## src/rtl/red_pitaya_adc_spi_tx.sv

```systemverilog
// 3-wire SPI shift engine for the ADC configuration port: sends address then data MSB-first,
// and optionally turns the data line around to capture read data.
module red_pitaya_adc_spi_tx #(
  parameter int unsigned CLK_DIV = 10,
  parameter int unsigned H_LNG   = 8,
  parameter int unsigned L_LNG   = 8
) (
  input  logic        clk_i,
  input  logic        rstn_i,
  input  logic        start_i,
  input  logic [15:0] adr_i,
  input  logic [15:0] dat_i,
  input  logic        rw_i,
  output logic        busy_o,
  output logic        done_o,
  output logic [15:0] rd_dat_o,
  output logic        spi_cs_o,
  output logic        spi_clk_o,
  output logic        spi_mosi_o,
  output logic        spi_mosi_t,
  input  logic        spi_miso_i
);

  localparam int unsigned HP = CLK_DIV / 2;
  localparam int unsigned N  = H_LNG + L_LNG;
  localparam int unsigned SW = 32;
  localparam int unsigned CW = (CLK_DIV > 2) ? $clog2(CLK_DIV) : 1;
  localparam int unsigned BW = (N > 2) ? $clog2(N) : 1;

  typedef enum logic [2:0] {
    IDLE  = 3'd0,
    SETUP = 3'd1,
    SHIFT = 3'd2,
    HOLD  = 3'd3,
    GUARD = 3'd4
  } state_t;

  state_t          state, state_nxt;
  logic [CW-1:0]   cnt, cnt_nxt;
  logic [BW-1:0]   bit_cnt, bit_nxt, bit_inc;
  logic [SW-1:0]   sreg, sreg_nxt;
  logic            rw_q, rw_nxt;
  logic            busy_nxt, done_nxt, cs_nxt, sck_nxt, mosi_nxt, mosi_t_nxt;
  logic [15:0]     rd_nxt;
  logic            cnt_zero;
  logic            unused_inputs;

  // Address/data bits above H_LNG/L_LNG are intentionally ignored.
  assign unused_inputs = ^{adr_i, dat_i};
  assign cnt_zero      = (cnt == '0);
  assign bit_inc       = bit_cnt + BW'(1);

  // State and registered outputs.
  always_ff @(posedge clk_i or negedge rstn_i) begin
    if (!rstn_i) begin
      state      <= IDLE;
      cnt        <= '0;
      bit_cnt    <= '0;
      sreg       <= '0;
      rw_q       <= 1'b0;
      busy_o     <= 1'b0;
      done_o     <= 1'b0;
      rd_dat_o   <= '0;
      spi_cs_o   <= 1'b1;
      spi_clk_o  <= 1'b1;
      spi_mosi_o <= 1'b0;
      spi_mosi_t <= 1'b0;
    end else begin
      state      <= state_nxt;
      cnt        <= cnt_nxt;
      bit_cnt    <= bit_nxt;
      sreg       <= sreg_nxt;
      rw_q       <= rw_nxt;
      busy_o     <= busy_nxt;
      done_o     <= done_nxt;
      rd_dat_o   <= rd_nxt;
      spi_cs_o   <= cs_nxt;
      spi_clk_o  <= sck_nxt;
      spi_mosi_o <= mosi_nxt;
      spi_mosi_t <= mosi_t_nxt;
    end
  end

  // Next-state and next-output logic; every phase is timed by the half-period counter.
  always_comb begin
    state_nxt  = state;
    cnt_nxt    = cnt;
    bit_nxt    = bit_cnt;
    sreg_nxt   = sreg;
    rw_nxt     = rw_q;
    busy_nxt   = busy_o;
    done_nxt   = 1'b0;
    rd_nxt     = rd_dat_o;
    cs_nxt     = spi_cs_o;
    sck_nxt    = spi_clk_o;
    mosi_nxt   = spi_mosi_o;
    mosi_t_nxt = spi_mosi_t;

    case (state)
      IDLE: begin
        if (start_i) begin
          state_nxt  = SETUP;
          cnt_nxt    = CW'(HP - 1);
          bit_nxt    = '0;
          sreg_nxt   = SW'({adr_i[H_LNG-1:0], dat_i[L_LNG-1:0]}) << (SW - N);
          rw_nxt     = rw_i;
          busy_nxt   = 1'b1;
          cs_nxt     = 1'b0;
          sck_nxt    = 1'b1;
          mosi_nxt   = adr_i[H_LNG-1];
          mosi_t_nxt = 1'b0;
        end
      end

      SETUP: begin
        if (!cnt_zero) begin
          cnt_nxt = cnt - CW'(1);
        end else begin
          state_nxt = SHIFT;
          sck_nxt   = 1'b0;
          cnt_nxt   = CW'(HP - 1);
        end
      end

      SHIFT: begin
        if (!cnt_zero) begin
          cnt_nxt = cnt - CW'(1);
        end else if (!spi_clk_o) begin
          // Rising edge: capture MISO during the read data phase.
          sck_nxt = 1'b1;
          cnt_nxt = CW'(HP - 1);
          if (rw_q && (bit_cnt >= BW'(H_LNG))) begin
            if (bit_cnt == BW'(H_LNG)) begin
              rd_nxt = {15'd0, spi_miso_i};
            end else begin
              rd_nxt = {rd_dat_o[14:0], spi_miso_i};
            end
          end
        end else if (bit_cnt == BW'(N - 1)) begin
          state_nxt = HOLD;
          cnt_nxt   = CW'(HP - 1);
        end else begin
          // Falling edge: advance to the next bit or turn the line around.
          sck_nxt  = 1'b0;
          cnt_nxt  = CW'(HP - 1);
          bit_nxt  = bit_inc;
          sreg_nxt = sreg << 1;
          if (rw_q && (bit_inc >= BW'(H_LNG))) begin
            mosi_nxt   = 1'b0;
            mosi_t_nxt = 1'b1;
          end else begin
            mosi_nxt = sreg[SW-2];
          end
        end
      end

      HOLD: begin
        if (!cnt_zero) begin
          cnt_nxt = cnt - CW'(1);
        end else begin
          state_nxt  = GUARD;
          cs_nxt     = 1'b1;
          mosi_nxt   = 1'b0;
          mosi_t_nxt = 1'b0;
          cnt_nxt    = CW'(CLK_DIV - 1);
        end
      end

      GUARD: begin
        if (!cnt_zero) begin
          cnt_nxt = cnt - CW'(1);
        end else begin
          state_nxt = IDLE;
          busy_nxt  = 1'b0;
          done_nxt  = 1'b1;
        end
      end

      default: state_nxt = IDLE;
    endcase
  end

endmodule

```

## config.mk

```make
export PLATFORM = sky130hd
export DESIGN_NAME = red_pitaya_adc_spi_tx
export DESIGN_NICKNAME = d
export VERILOG_FILES = /design/src/rtl/red_pitaya_adc_spi_tx.sv
export SDC_FILE = /design/constraint.sdc
export NUM_CORES = 1
export LEC_CHECK = 0
export BUFFER_PORTS_ARGS = -buffer_cell sky130_fd_sc_hd__buf_4
export CAP_MARGIN = 15
export CORE_UTILIZATION = 49
export DETAILED_ROUTE_END_ITERATION = 12
export GPL_TIMING_DRIVEN = 0
export PLACE_DENSITY_LB_ADDON = 0.15
export SYNTH_ARGS = -nofsm -noshare
export SYNTH_HDL_FRONTEND = slang
export SYNTH_SLANG_ARGS = --single-unit
```

## constraint.sdc

```tcl
create_clock -name clk_i -period 2.4 [get_ports clk_i]
set_clock_uncertainty 0.15 [all_clocks]
set_input_delay 0.36 -clock clk_i [delete_from_list [all_inputs] [get_ports clk_i]]
set_output_delay 0.36 -clock clk_i [all_outputs]
set_load 0.005 [all_outputs]
```

-- Yosys cells after proc, flatten, opt, wreduce, memory -nomap -nowiden
Cells that the tools add are included.
- bits of input ports: 37
- register bits: 65
- reduce and logical (&&, ||, !) cells: 21
- equal/unequal tests: 16
- add/sub/neg operators: 2
- order comparisons: 2
- muxes and demuxes: 47
- bitwise logic cells: 1
- operators by type and width (kind ; number):
    two-way mux 31 bit ; 4
    one-hot mux 31 bit (2 select lines) ; 1
    two-way mux 4 bit ; 8
    two-way mux 3 bit ; 7
    inequality test 2 bit (second input constant) ; 10
    two-way mux 1 bit ; 18
    two-way mux 16 bit ; 1
    one-hot mux 4 bit (4 select lines) ; 1
    one-hot mux 3 bit (5 select lines) ; 1
    AND reduction 7 bit ; 2
    one-hot mux 1 bit (3 select lines) ; 3
    AND reduction 3 bit ; 3
    == test 4 bit (second input constant) ; 2
    greater-or-equal comparator 4 bit (second input constant) ; 2
    one-hot mux 4 bit (2 select lines) ; 1
    AND reduction 4 bit ; 2
    == test 3 x 2 -> 1 bit (second input constant) ; 2
    AND reduction 6 bit ; 1
    nonzero test 2 bit ; 3
    nonzero test 3 bit ; 2
    AND reduction 5 bit ; 1
    adder 4 x 1 -> 4 bit (second input constant) ; 1
    zero test 4 bit ; 1
    one-hot mux 1 bit (2 select lines) ; 2
    other kinds (9) ; 10

-- Logic depth before layout (Yosys ltp)
- word-level depth: 8
- gate-level depth with buffers: 9
- depth with buffers taken out: 6

-- Least setup slack after synthesis
No wires, ideal clock.
- path kind: register to register
- from: reg cnt[0]
- to: reg rd_dat_o[10]
- cell stages (with the launch flop): 10
- data arrival time: 2055 ps
- clock period less this slack: 2322 ps
- setup slack: 78 ps
- data required time: 2133 ps
- cell sequence: dfrtp_1 -> inv_1 -> ha_1 -> or3b_1 -> buf_6 -> or4_4 -> buf_6 -> buf_8 -> nand2_1 -> nand2_1
- word-level cells in the longest chain between the ends: 2
- RTL lines (item ; line ; RTL):
    start, declared ; 39 ; logic [CW-1:0] cnt, cnt_nxt;
    start signal, assigned ; 70 ; cnt <= cnt_nxt;
    zero test 4 bit ; 50 ; assign cnt_zero = (cnt == '0);
    AND reduction 4 bit (no line) ; - ;
    end signal, assigned ; 76 ; rd_dat_o <= rd_nxt;
    end, declared ; 16 ; output logic [15:0] rd_dat_o,
Every way passes these cells.
A chain may end at the register's enable or synchronous reset.

-- Final worst setup path
- from: reg cnt[0]
- to: reg rd_dat_o[5]
The elaborated chain is that of the path after synthesis.

==> results.md <==
- After filler insertion, the fill cell instance count of the layout stands at 457.
- The post-synthesis instance area is between 2000 and 3000 um^2.
- Data on the critical path is required at its endpoint by around 2.5 ns.
- The cell with the biggest individual delay on the critical path is sky130_fd_sc_hd__or4_4.
- The number of antenna diodes in the final layout is 0.
- The number of global-route vias before repair is slightly below 2,000.
- The final-report hold violation count is 0.
- The area fraction of the dominant cell type after synthesis is 45.3%.
- The CTS tree is built.
- between 50 and 60 I/O pins were placed.
- The initial antenna violation count was 0.
- TritonCTS created 5 clock buffers.
- The maximum count of clock buffers along a single path is 2.
- The critical path is of the reg -> reg type.
- The biggest area contributor in the post-synthesis netlist is sky130_fd_sc_hd__dfrtp_1.
- The clock drives just under 50 sinks.
- The multi-input combinational cell area is 1260 um^2.
- The maximum net fanout on the critical path is 10.
- The power density over the cells is roughly 950 nW/um^2.
- The overall routed net length is approximately 5500 um.
- Sorting the synthesized cells by how often they occur yields sky130_fd_sc_hd__dfrtp_1, sky130_fd_sc_hd__nand2_1, sky130_fd_sc_hd__mux2_2.
- After legalization and detailed placement, the total HPWL measured 3780 um.
- The signal on the critical path passes through inv_2 -> ha_4 -> or3b_1 -> buf_6 -> or4_4 -> buf_6 -> buf_8 -> nand2_1 -> nand2_1.
- The library cell used as clock root buffer is sky130_fd_sc_hd__clkbuf_8.
- Once layout is done, the placed cells without fillers occupy about 3200 um^2.
- The most used flip-flop cell after synthesis is sky130_fd_sc_hd__dfrtp_1.
- The largest vdd supply drop is 553 uV.
- The remaining antenna violation count after routing is 0.
- The average cell area after synthesis is slightly above 10 um^2.
- In the final layout, the share of cells above drive strength 1 is 33.7%.
- The global placer's final weighted congestion is about 0.85.
- The worst hold path belongs to the class in -> reg.
- The die covers approximately 5600 um^2.
- The area used by sequential logic in the layout is about 1200 um^2.
- The type of destination of the critical path is a register.
- The initial utilization of the core area, before any placement, comes to between 50% and 60%.
- Of the available clock period, the critical path in the final layout requires 97.2%.
- The die width is ~75 um.
- The critical path arrival is roughly 2.4 ns.
- The overall track demand over capacity in global routing is between 20% and 30%.
- The number of max-cap violations is 0.
- Synthesis produced a netlist whose cell count is 258.
- The net total in the final layout is roughly 350.
- The maximum number of pins on one net before global-route repair is 50.
- The total of endpoints with negative setup slack in the final report is 0.
- In this run the register-to-register setup slack is about 0.067 ns.
- Sorting the synthesized cells by area gives the leading types as sky130_fd_sc_hd__dfrtp_1, sky130_fd_sc_hd__mux2_2, sky130_fd_sc_hd__nand2_1.
- Counting every net in the synthesized netlist gives roughly 300.
- Compared with the post-synthesis result, the final layout area differs by 21.4%.
- The yosys synthesis warning count is 0.
- Final hold analysis gives a worst-case slack of between 0.08 and 0.09 ns.
- The total core area is roughly 5100 um^2.
- The instance area at placement is roughly 3000 um^2.
- The startpoint type of the worst setup path is a register.
- The leakage power figure is around 0.0014 uW.
- The average vias per placed instance is approximately 5.5.
- For this run, the top clock speed supported by timing is approximately 430 MHz.
- The first global-routing pass estimated 8890 um of wire.
- The largest incremental delay on the critical path is slightly above 0.5 ns.
- The number of synthesized flops with an enable pin is 0.
- Of the synthesized area, sequential elements account for between 40% and 50%.
- The final max-slew violation count was 0.
- Port buffering added 41 buffers.
- The run finished with clean final reports.
- In the routed design, unresolved DRC markers number 0.
- After detailed routing, the average wire length per cell comes to about 14 um.
- The number of library cell types mapped by synthesis is a little over 50.
- The floorplan has 26 rows.
- Clock-pin slew was measured on the worst setup and hold paths at roughly 0.09 ns.
- The share of synthesized flip-flops with an asynchronous set or reset is between 90% and 100%.
- The iteration-0 DRC count of the detailed router is roughly 130.
- The insertion delay to the later sink of the worst-skew pair is 0.32 ns.
- The worst relative slew slack is about three fifths.
- The H-tree was split into 2 levels.
- The flip-flop and latch count after synthesis is 49.
- The chip height is around 75 um.
- The sum of internal, switching and leakage power is between 2000 and 3000 uW.
- The count of TritonRoute iterations in the first routing pass is 4.
- The routed layout has around 2,100 vias.
- The worst path in the final design needs a cycle of roughly 2.3 ns, including I/O delays and setup.
- After global routing the overflow that remains totals 0.
- At the pin with the least slew margin, the transition time is about 0.62 ns.
area by class of cell:
type	count	share of cell area, %
Buffer	18	3.49
Clock buffer	5	2.18
Clock inverter	3	0.793
Inverter	6	0.714
Multi-Input combinational cell	185	40.1
Sequential cell	49	38.9
Tap cell	70	2.78
Timing Repair Buffer	46	11.0
cells in the final DEF, fill, tap and decap left out, drive strengths merged, types with 2 or more instances in the layout:
cell    instances
nor3            4
mux2i           2
or4             2
o221ai          2
clkbuf         14
mux2           30
buf            54
a22o            2
nand4           2
dfstp           2
nor2            9
inv             7
o211ai          4
nand2b          2
nor3b           2
or3b            2
nand3          23
dfrtp          47
o21ai          10
a311oi          3
a31oi           3
a21oi           7
and3            2
nor2b           3
a211oi          3
nand2          47
ha              4
registers in the layout, indices dropped and copies added (netlist names), 3 cells and up:
signal,count
rd_dat_o,16
cnt,4
bit_cnt,4
state,3
sreg,15
critical path: cells and delay by family (launching register included):
kind	cells	cell delay [ns]
adders and majority gates	1	0.15
DFF	1	0.41
buffers and inverters	4	0.54
and+or+nand+nor	4	0.98
cell families (layout without fill, tap and decap cells):
kind of cell	Yosys count	after routing	share of synthesized area (%)
XOR/XNOR	2	2	0.674
multiplexers	32	32	13.8
buffers and inverters	24	78	5.05
AND/OR/NAND/NOR	105	105	20.4
flip-flops	49	49	47.3
adder cells (fa/ha/maj)	5	5	2.31
AO/OA/AOI/OAI	41	41	10.5
timing repair:
| item | in CTS | in global routing |
|---|---|---|
| pin swaps | 0 | 2 |
| cloned | 0 | 0 |
| hold buffers | 1 | 0 |
| buffers inserted | 2 | 2 |
| hold endpoints to repair | 47 | 0 |
| gates resized for setup | 6 | 2 |
| setup endpoints to repair | 22 | 21 |
where the power goes:
group          total, uW  switching [uW]  internal [uW]
registers           1240             162           1070
clock network        512             301            211
logic               1250             633            614
total               3000            1100           1900
metrics by stage:
step | setup slack (ns) | util, % | instances | setup TNS, ns
6_report | 0.0667 | 61.8 | 382 | 0
3_3_place_gp | -0.237 | 58.6 | 369 | -2.94
5_1_grt | -0.00924 | 61.8 | 382 | -0.0160
4_1_cts | 0.0173 | 61.3 | 380 | 0
3_5_place_dp | -0.246 | 58.6 | 369 | -3.07
2_1_floorplan | 0.0782 | - | 258 | 0
metal layers:
layer  up-vias  share of wire (%)  track usage [%]
li1       1021                  -                -
met3         7                5.3             4.82
met4         0                1.3             8.81
met1      1006                 46             28.2
met2        57                 47             32.7
met5         -                  0                0
final timing paths:
path | start | to | cells after the start
setup reg to reg | cnt[0]$_DFFE_PN0P_ | rd_dat_o[5]$_DFFE_PN0P_ | 9
max in group asynchronous | rstn_i | cnt[2]$_DFFE_PN0P_ | 2
hold / removal | spi_miso_i | rd_dat_o[0]$_DFFE_PN0P_ | 3
setup / recovery | cnt[0]$_DFFE_PN0P_ | rd_dat_o[5]$_DFFE_PN0P_ | 9
hold reg to reg | rd_dat_o[15]$_DFFE_PN0P_ | rd_dat_o[15]$_DFFE_PN0P_ | 2
min in group asynchronous | rstn_i | cnt[3]$_DFFE_PN0P_ | 2
(Power assumes the default switching activity.)
